File: config.mk
export PLATFORM = sky130hd
export DESIGN_NAME = hand_controller
export DESIGN_NICKNAME = d
export VERILOG_FILES = /design/src/rtl/hand_controller.sv
export SDC_FILE = /design/constraint.sdc
export NUM_CORES = 1
export LEC_CHECK = 0
export CELL_PAD_IN_SITES_DETAIL_PLACEMENT = 0
export CELL_PAD_IN_SITES_GLOBAL_PLACEMENT = 1
export CORE_UTILIZATION = 47
export CTS_BUF_LIST = sky130_fd_sc_hd__clkbuf_16
export DETAILED_ROUTE_END_ITERATION = 8
export GPL_ROUTABILITY_DRIVEN = 1
export PLACE_DENSITY = 0.95
export SYNTH_ARGS = -nofsm -noshare
export SYNTH_HDL_FRONTEND = slang
export SYNTH_SLANG_ARGS = --single-unit
File: constraint.sdc
create_clock -name clk -period 19.16 [get_ports clk]
set_input_delay 5.748 -clock clk [delete_from_list [all_inputs] [get_ports clk]]
set_output_delay 5.748 -clock clk [all_outputs]
set_load 0.01 [all_outputs]
File: src/rtl/hand_controller.sv
`default_nettype none
// ============================================================================
//  Module      : hand_controller
//  Description : Heads-up Texas Hold'em hand sequencer driving the game-state
//                bus (blinds, dealing, betting, showdown, payout).
//  Revision    : 1.0 - initial release
// ============================================================================

package hand_controller_pkg;
    typedef logic [5:0] card_t;
    typedef enum logic [2:0] {
        HS_PREFLOP  = 3'd0,
        HS_FLOP     = 3'd1,
        HS_TURN     = 3'd2,
        HS_RIVER    = 3'd3,
        HS_SHOWDOWN = 3'd4
    } hand_state_t;
endpackage

module hand_controller
    import hand_controller_pkg::*;
#(
    parameter int START_STACK = 1000,
    parameter int SMALL_BLIND = 10,
    parameter int BIG_BLIND   = 20
) (
    input  logic        clk,
    input  logic        reset,
    input  logic        btn_start,
    input  logic        act_check_call,
    input  logic        act_bet_raise,
    input  logic        act_fold,
    input  logic [10:0] bet_amount,
    output logic        card_req,
    input  logic        card_ack,
    input  card_t       card_in,
    output logic        eval_start,
    input  logic        eval_done,
    input  logic        eval_winner,
    input  logic        eval_tie,
    output card_t       player_cards [2][2],
    output card_t       flop_card [3],
    output card_t       turn_card,
    output card_t       river_card,
    output logic [10:0] player_stacks [2],
    output logic [10:0] player_pots [2],
    output logic [10:0] pot_size,
    output logic [10:0] min_bet_or_raise,
    output logic [10:0] call_size,
    output logic        current_player,
    output logic        current_dealer,
    output logic        winner,
    output logic        if_BetCheck,
    output hand_state_t curr_state,
    output logic        start_state,
    output logic        game_state,
    output logic        wait_state
);

    localparam logic [2:0] c_st_idle   = 3'd0;
    localparam logic [2:0] c_st_blinds = 3'd1;
    localparam logic [2:0] c_st_deal   = 3'd2;
    localparam logic [2:0] c_st_bet    = 3'd3;
    localparam logic [2:0] c_st_close  = 3'd4;
    localparam logic [2:0] c_st_eval   = 3'd5;
    localparam logic [2:0] c_st_wait   = 3'd6;

    localparam logic [10:0] c_start = 11'(START_STACK);
    localparam logic [10:0] c_sb    = 11'(SMALL_BLIND);
    localparam logic [10:0] c_bb    = 11'(BIG_BLIND);

    logic [2:0]  r_state, w_state_next;
    logic [1:0]  r_acted;
    logic [1:0]  r_card_cnt;
    logic        w_p, w_o, w_dlr, w_ndl;
    logic [10:0] w_own_pot, w_opp_pot, w_own_stack, w_gap;
    logic [10:0] w_call, w_inc, w_raise_amt, w_sb_post, w_bb_post, w_half;
    logic [11:0] w_raise_sum;
    logic [1:0]  w_street_last;
    logic        w_any_broke, w_close, w_take_card, w_last_card;

    always_comb begin
        w_p         = current_player;
        w_o         = ~current_player;
        w_dlr       = current_dealer;
        w_ndl       = ~current_dealer;
        w_own_pot   = player_pots[w_p];
        w_opp_pot   = player_pots[w_o];
        w_own_stack = player_stacks[w_p];
        w_gap       = w_opp_pot - w_own_pot;
        w_call      = '0;
        if (w_opp_pot > w_own_pot)
            w_call = (w_gap < w_own_stack) ? w_gap : w_own_stack;
        w_inc       = (bet_amount > min_bet_or_raise) ? bet_amount : min_bet_or_raise;
        // 12-bit sum: a large switch value plus a call can exceed 11 bits
        w_raise_sum = {1'b0, w_call} + {1'b0, w_inc};
        w_raise_amt = (w_raise_sum > {1'b0, w_own_stack}) ? w_own_stack : w_raise_sum[10:0];
        w_sb_post   = (player_stacks[w_dlr] < c_sb) ? player_stacks[w_dlr] : c_sb;
        w_bb_post   = (player_stacks[w_ndl] < c_bb) ? player_stacks[w_ndl] : c_bb;
        w_any_broke = (player_stacks[0] == '0) || (player_stacks[1] == '0);
        w_close     = ((r_acted == 2'b11) && (player_pots[0] == player_pots[1]))
                   || ((player_stacks[0] == '0) && (r_acted[1] || (player_stacks[1] == '0)))
                   || ((player_stacks[1] == '0) && r_acted[0]);
        case (curr_state)
            HS_PREFLOP: w_street_last = 2'd3;
            HS_FLOP:    w_street_last = 2'd2;
            default:    w_street_last = 2'd0;
        endcase
        w_take_card = card_req & card_ack;
        w_last_card = w_take_card && (r_card_cnt == w_street_last);
        w_half      = {1'b0, pot_size[10:1]};
    end

    always_comb begin
        w_state_next = r_state;
        case (r_state)
            c_st_idle:   if (btn_start) w_state_next = c_st_blinds;
            c_st_blinds: w_state_next = c_st_deal;
            c_st_deal:   if (w_last_card) w_state_next = w_any_broke ? c_st_close : c_st_bet;
            c_st_bet: begin
                if (w_close)       w_state_next = c_st_close;
                else if (act_fold) w_state_next = c_st_wait;
            end
            c_st_close:  w_state_next = (curr_state == HS_RIVER) ? c_st_eval : c_st_deal;
            c_st_eval:   if (!eval_start && eval_done) w_state_next = c_st_wait;
            c_st_wait:   if (btn_start) w_state_next = w_any_broke ? c_st_idle : c_st_blinds;
            default:     w_state_next = c_st_idle;
        endcase
    end

    always_ff @(posedge clk) begin
        if (reset) r_state <= c_st_idle;
        else       r_state <= w_state_next;
    end

    always_ff @(posedge clk) begin
        if (reset) begin
            r_acted            <= '0;
            r_card_cnt         <= '0;
            card_req           <= 1'b0;
            eval_start         <= 1'b0;
            player_cards[0][0] <= '0;
            player_cards[0][1] <= '0;
            player_cards[1][0] <= '0;
            player_cards[1][1] <= '0;
            flop_card[0]       <= '0;
            flop_card[1]       <= '0;
            flop_card[2]       <= '0;
            turn_card          <= '0;
            river_card         <= '0;
            player_stacks[0]   <= c_start;
            player_stacks[1]   <= c_start;
            player_pots[0]     <= '0;
            player_pots[1]     <= '0;
            pot_size           <= '0;
            min_bet_or_raise   <= c_bb;
            call_size          <= '0;
            current_player     <= 1'b0;
            current_dealer     <= 1'b0;
            winner             <= 1'b0;
            if_BetCheck        <= 1'b1;
            curr_state         <= HS_PREFLOP;
            start_state        <= 1'b1;
            game_state         <= 1'b0;
            wait_state         <= 1'b0;
        end else begin
            eval_start  <= 1'b0;
            call_size   <= w_call;
            if_BetCheck <= (w_opp_pot == w_own_pot);
            start_state <= (w_state_next == c_st_idle);
            wait_state  <= (w_state_next == c_st_wait);
            game_state  <= (w_state_next != c_st_idle) && (w_state_next != c_st_wait);

            case (r_state)
                c_st_idle: begin
                    if (btn_start) begin
                        player_stacks[0] <= c_start;
                        player_stacks[1] <= c_start;
                    end
                end
                c_st_blinds: begin
                    player_pots[w_dlr]   <= w_sb_post;
                    player_stacks[w_dlr] <= player_stacks[w_dlr] - w_sb_post;
                    player_pots[w_ndl]   <= w_bb_post;
                    player_stacks[w_ndl] <= player_stacks[w_ndl] - w_bb_post;
                    pot_size             <= '0;
                    r_acted              <= '0;
                    min_bet_or_raise     <= c_bb;
                    curr_state           <= HS_PREFLOP;
                    card_req             <= 1'b1;
                    r_card_cnt           <= '0;
                end
                c_st_deal: begin
                    if (w_take_card) begin
                        case (curr_state)
                            HS_PREFLOP: player_cards[r_card_cnt[0]][r_card_cnt[1]] <= card_in;
                            HS_FLOP: begin
                                case (r_card_cnt)
                                    2'd0:    flop_card[0] <= card_in;
                                    2'd1:    flop_card[1] <= card_in;
                                    default: flop_card[2] <= card_in;
                                endcase
                            end
                            HS_TURN: turn_card  <= card_in;
                            default: river_card <= card_in;
                        endcase
                        r_card_cnt <= r_card_cnt + 2'd1;
                        if (w_last_card) begin
                            card_req       <= 1'b0;
                            current_player <= (curr_state == HS_PREFLOP) ? w_dlr : w_ndl;
                        end
                    end
                end
                c_st_bet: begin
                    if (!w_close && (act_fold || act_bet_raise || act_check_call)) begin
                        r_acted[w_p]   <= 1'b1;
                        current_player <= w_o;
                        if (act_fold) begin
                            player_stacks[w_o] <= player_stacks[w_o] + player_pots[0]
                                                + player_pots[1] + pot_size;
                            player_pots[0]     <= '0;
                            player_pots[1]     <= '0;
                            pot_size           <= '0;
                            winner             <= w_o;
                        end else if (act_bet_raise) begin
                            player_stacks[w_p] <= w_own_stack - w_raise_amt;
                            player_pots[w_p]   <= w_own_pot + w_raise_amt;
                            min_bet_or_raise   <= w_inc;
                            r_acted[w_o]       <= 1'b0;
                        end else begin
                            player_stacks[w_p] <= w_own_stack - w_call;
                            player_pots[w_p]   <= w_own_pot + w_call;
                        end
                    end
                end
                c_st_close: begin
                    // only the matched part of the pots is committed; the rest goes back
                    if (player_pots[0] >= player_pots[1]) begin
                        player_stacks[0] <= player_stacks[0] + (player_pots[0] - player_pots[1]);
                        pot_size         <= pot_size + player_pots[1] + player_pots[1];
                    end else begin
                        player_stacks[1] <= player_stacks[1] + (player_pots[1] - player_pots[0]);
                        pot_size         <= pot_size + player_pots[0] + player_pots[0];
                    end
                    player_pots[0]   <= '0;
                    player_pots[1]   <= '0;
                    r_acted          <= '0;
                    min_bet_or_raise <= c_bb;
                    case (curr_state)
                        HS_PREFLOP: curr_state <= HS_FLOP;
                        HS_FLOP:    curr_state <= HS_TURN;
                        HS_TURN:    curr_state <= HS_RIVER;
                        default:    curr_state <= HS_SHOWDOWN;
                    endcase
                    if (curr_state == HS_RIVER) begin
                        eval_start <= 1'b1;
                    end else begin
                        card_req   <= 1'b1;
                        r_card_cnt <= '0;
                    end
                end
                c_st_eval: begin
                    if (!eval_start && eval_done) begin
                        if (eval_tie) begin
                            player_stacks[w_ndl] <= player_stacks[w_ndl] + w_half
                                                  + {10'd0, pot_size[0]};
                            player_stacks[w_dlr] <= player_stacks[w_dlr] + w_half;
                        end else begin
                            player_stacks[eval_winner] <= player_stacks[eval_winner] + pot_size;
                            winner                     <= eval_winner;
                        end
                        pot_size <= '0;
                    end
                end
                c_st_wait: begin
                    if (btn_start && !w_any_broke) begin
                        current_dealer <= w_ndl;
                        player_pots[0] <= '0;
                        player_pots[1] <= '0;
                    end
                end
                default: ;
            endcase
        end
    end

endmodule

`default_nettype wire

; ---- After elaboration in Yosys (flattened, before gate mapping)
; Cells that the tools add are included.
[classes]
n_eq_ne = 29
n_bitwise = 16
add_sub_neg = 24
n_reduce_logical = 62
mux = 116
order_cmp = 25
[op_table]
columns = cell, count
row1 = $mux 11, 41
row2 = $bwmux 22, 12
row3 = $mux 22, 10
row4 = $add 11x11->11, 12
row5 = $pmux 22 s5, 1
row6 = $pmux 22 s4, 1
row7 = $sub 11x11->11, 7
row8 = $demux 11 s1, 5
row9 = $pmux 11 s4, 1
row10 = $reduce_and 4->1, 7
row11 = $ne 2x2->1 const B, 13
row12 = $bwmux 24, 1
row13 = $mux 3, 8
row14 = $add 11x10->11, 2
row15 = $eq 11x11->1, 2
row16 = $gt 11x11->1, 2
row17 = $logic_not 11->1, 2
row18 = $pmux 11 s2, 1
row19 = $pmux 3 s7, 1
row20 = $logic_and 1x1->1, 17
row21 = $mux 1, 15
row22 = $reduce_and 3->1, 5
row23 = $reduce_and 5->1, 3
row24 = $ge 2x2->1 const B, 7
row25 = other kinds (47), 96
[totals]
ff_bits = 150
wordCells = 301
inputBits = 27

; ---- Logic depth before layout (Yosys ltp)
[depth]
depth_word = 18
mapped_depth = 50
mapped_depth_nobuf = 44

; ---- Worst setup path after synthesis
; OpenSTA, ideal clock, no wires.
[synth_timing]
kind = in2reg
start = input bet_amount[1]
end = register player_pots[10] (netlist bit)
slack_ps = 5823
n_path_buf = 2
setup_ps = 122
t_required_ps = 19038
stages = 35
arrival_time_ps = 13215
path_cell_list = ha_1 nor2b_1 o21a_1 o21a_1 o21ai_0 a31oi_1 a21oi_1 clkbuf_1 mux2_2 ha_1 nand3_1 o211ai_1 o41ai_1 nor2b_1 o21ai_0 nand2b_1 xor2_1 ha_1 nand4_1 or4_1 a221o_1 nor3_4 clkbuf_1 a21oi_1 ha_1 fa_1 a21o_1 a21oi_1 o211ai_1 a31o_2 a21oi_1 xnor2_1 xnor2_1 a32oi_1 o21ai_1
[synth_between]
elab_chain_cells = 11
[synth_lines]
columns = item, line
row1 = "start, declared", 33  ; input logic [10:0] bet_amount,
row2 = $gt 11x11->1, 94  ; w_inc = (bet_amount > min_bet_or_raise) ? bet_amount : min_bet_or_raise;
row3 = $mux 11 *, 94
row4 = $add 11x11->12 *, 96  ; w_raise_sum = {1'b0, w_call} + {1'b0, w_inc};
row5 = $gt 12x11->1, 97  ; w_raise_amt = (w_raise_sum > {1'b0, w_own_stack}) ? w_own_stack : w_raise_sum[10:0];
row6 = $mux 11 *, 97
row7 = $add 11x11->11 *, 227  ; player_pots[w_p] <= w_own_pot + w_raise_amt;
row8 = $bwmux 22 *, 227
row9 = $mux 22 *, 225  ; end else if (act_bet_raise) begin
row10 = $mux 22 *, 218  ; if (act_fold) begin
row11 = $mux 22 *, 215  ; if (!w_close && (act_fold || act_bet_raise || act_check_call)) begin
row12 = $pmux 22 s4 *, 174  ; case (r_state)
row13 = "end signal, assigned by index", 182  ; player_pots[w_dlr] <= w_sb_post;
row14 = "end signal, assigned by index", 227
row15 = "end signal, assigned by index", 232  ; player_pots[w_p] <= w_own_pot + w_call;
row16 = "end, declared", 46  ; output logic [10:0] player_pots [2],
; Every way passes the cells marked *; elsewhere a longest branch is shown, timed or not. The select of a mux whose other input is x is not followed.
; A chain may end at the register's enable or synchronous reset.

; ---- Worst setup path in the final report
; Same ends and word-level chain as after synthesis.

==> run metrics <==
outcome=finished with violations; failing checks=design-rule violations; period utilization=0.769; postcts setup bufs=0; clk_lat worst skew=0.46 ns; CTS H-tree lvls=4; maximum capacitance violations=0; final critical-path required period=roughly 15 ns; total negative slack=0 ns; TritonCTS clock tree=done; Clock Sink Count=149; main combinational cell family by area after synthesis=compound AO/OA/AOI/OAI gates; skew final=0.0196 ns; Die ar.=between 30000 and 40000 um^2; GR Util All Layers=0.345; antenna violations before repair=0; WL per Instance=22.4 um; CP max stage cell=a21oi_1; Peak supply drop=0.0804 mV; WL met2=28900 um; post-synthesis sequential area ratio=0.168; complex-gate fraction of the synthesized area=0.264; largest net degree at the start of global routing=96; final non-filler cell total=3033; Pwr Density=76.0 nW/um^2; Synth-to-Final Area Change=15.5%; Avg Inst Size Synth=7.35 um^2; Total Routed Length=67800 um; # setup viols final=0; input/output buffers=168; row count=70; vias in the first global route=17700; Post-Synth XOR/XNOR Area=0.0597; routed via count=19400; clock tree buffer depth=2; vias per cell=about 6.4; Final #Nets=2773; mux share of post-synthesis cell area=0.0469; met3 wire length=8220 um; #FFs+latches synth=149; GP Congestion=around 0.99; Max Slew Vio Count=0; Power Total=1.56 mW; detailed-placement wirelength estimate=between 50000 and 60000 um; Core Util, Final=0.556; drt pass-1 iters=9; DRT iter0 DRCs=2482; synth unique cells=87; number of synthesized flops with an enable pin=0; YS warnings=0; Remaining DRCs=10; WP data required=roughly 20 ns; worst setup path class=in -> reg; CP startpoint kind=input port; Cell Area, Synth=17700 um^2; cell count after synthesis=2416; max incr delay on CP=0.97 ns; filler instances=approximately 3500; Synth Area in Adders=0.183; die width=between 150 and 200 um; Initial Util=0.481; I/O Pins=170; Simple-Gate Fraction of Synth Area=0.211; Finished Cell Area=20500 um^2; Top FF cell, synth=dfxtp_1; CTS buffer count=17; first-pass GRT wire length=just over 100000 um; worst hold path class=reg -> reg; GRT overflow=0; Worst Max-Slew Pin Slew=1.25 ns; RSZ-0062 raised after global routing=false; Arr. time, crit path=roughly 15 ns; asr flop ratio synth=0; Crit. End Element=flip-flop; Die H=196 um; fmax=slightly below 70 MHz; top layer in use=met4; Slew headroom=0.166; final hold vios=0; CTS root buf=clkbuf_16; CP Max Fanout=19; clk slew on worst S/H paths=approximately 0.07 ns; core area=36900 um^2; post-route antenna net violation count=0; most frequent CP cell=a21oi_1; PostCTS Resize Cnt=0; Post-DP Area=about 20000 um^2; placed cells=3001; Hold-fix buffers, CTS=0; leakage=8.41 nW; metal1 wirelength=approximately 28000 um; share of layout cells above drive strength 1=0.0538; diode count=0
==> power by group <==
| group | internal [mW] | switching, mW | total (mW) |
|---|---|---|---|
| Combinational | 0.328 | 0.530 | 0.859 |
| Sequential | 0.320 | 0.0171 | 0.337 |
| Clock | 0.190 | 0.173 | 0.363 |
| Total | 0.838 | 0.720 | 1.56 |
==> critical path, delay by kind of cell <==
kind,cells,cell delay [ns]
compound gates,18,4.83
xor+xnor,3,0.42
fa+ha+maj,5,1.66
buf+inv,1,0.46
mux,1,0.44
simple gates,6,1.51
==> final timing paths <==
kind	from	to	slack, ns	depth (start not counted)
min	turn_card[3]	turn_card[3]	0.46	2
max reg2reg	player_pots[2]	player_pots[10]	7.41	41
max	bet_amount[1]	player_pots[10]	4.42	34
min reg2reg	turn_card[3]	turn_card[3]	0.46	2
==> placed cells by master, fill, tap and decap left out, drive strengths merged, types with 14 or more instances in the layout <==
master,synthesis,layout
a211oi,38,38
a21oi,195,195
or3,25,25
xnor2,76,76
o2111ai,16,16
mux2i,58,58
mux2,22,22
clkdlybuf4s50,0,167
ha,181,181
nand4,14,14
o211ai,34,34
nand2,244,244
a31oi,25,25
o21bai,14,14
buf,32,43
fa,49,49
nor2b,27,27
nand2b,23,23
dfxtp,149,149
inv,178,186
nand3,96,96
xor2,45,45
a22oi,29,29
a221oi,17,17
o21ai,165,165
nor3,62,62
a21o,27,27
nor2,239,239
clkbuf,98,17
o21a,26,26
o22ai,17,17
==> cell type report <==
| class | count | area (um^2) | share of cell area |
|---|---|---|---|
| clock inverters | 15 | 203 | 0.00988 |
| flip-flops and latches | 149 | 2990 | 0.146 |
| inverters | 178 | 668 | 0.0326 |
| multi-input cells | 1960 | 13600 | 0.663 |
| repair buffers | 210 | 1990 | 0.0973 |
| clock buffers | 17 | 425 | 0.0207 |
| well taps | 504 | 631 | 0.0308 |
==> per-layer routing <==
metal | global-route usage | up-vias
met5 | 0 | -
met4 | 0.139 | 0
met3 | 0.0849 | 179
met2 | 0.518 | 1171
met1 | 0.469 | 9141
li1 | - | 8900
==> Yosys cell counts, types with 12 or more instances <==
library cell,number,share of area
a211oi_1,38,0.016
a21o_1,27,0.011
a21oi_1,195,0.055
a221oi_1,17,0.0084
a22oi_1,29,0.012
a31oi_1,25,0.0088
buf_1,12,0.0025
buf_2,16,0.0045
clkbuf_1,98,0.021
dfxtp_1,149,0.17
fa_1,49,0.055
ha_1,181,0.13
inv_1,177,0.037
mux2_2,21,0.013
mux2i_1,58,0.033
nand2_1,244,0.052
nand2b_1,23,0.0081
nand3_1,96,0.027
nand4_1,14,0.0049
nor2_1,235,0.050
nor2b_1,27,0.0095
nor3_1,61,0.017
o2111ai_1,16,0.0079
o211ai_1,34,0.014
o21a_1,26,0.011
o21ai_0,158,0.045
o21bai_1,13,0.0055
o22ai_1,17,0.0060
or3_1,25,0.0088
xnor2_1,76,0.038
xor2_1,45,0.022
==> flip-flops by register name (all words and copies together) (netlist names) <==
register and flops:
eval_start 1, start_state 1, player_stacks 22, river_card 6, winner 1, card_req 1, min_bet_or_raise 11, game_state 1
curr_state 3, flop_card 18, current_player 1, call_size 11, current_dealer 1, r_acted 2, r_card_cnt 2, r_state 3
pot_size 10, wait_state 1, player_pots 22, turn_card 6, player_cards 24, if_BetCheck 1
==> metrics by stage <==
| step | hold slack, ns | setup WS, ns |
|---|---|---|
| detailed placement | 0.450 | 4.11 |
| CTS | 0.459 | 4.56 |
| floorplan | 0.436 | 5.82 |
| global placement | 0.441 | 4.34 |
| global route | 0.482 | 3.89 |
| finish | 0.457 | 4.42 |
==> kinds of logic after synthesis <==
group / after synthesis
AND/OR/NAND/NOR: 805
AO/OA/AOI/OAI: 722
buffers and inverters: 308
adder cells (fa/ha/maj): 230
flip-flops: 149
XOR/XNOR: 121
multiplexers: 80
other: 1
(Power assumes the default switching activity.)
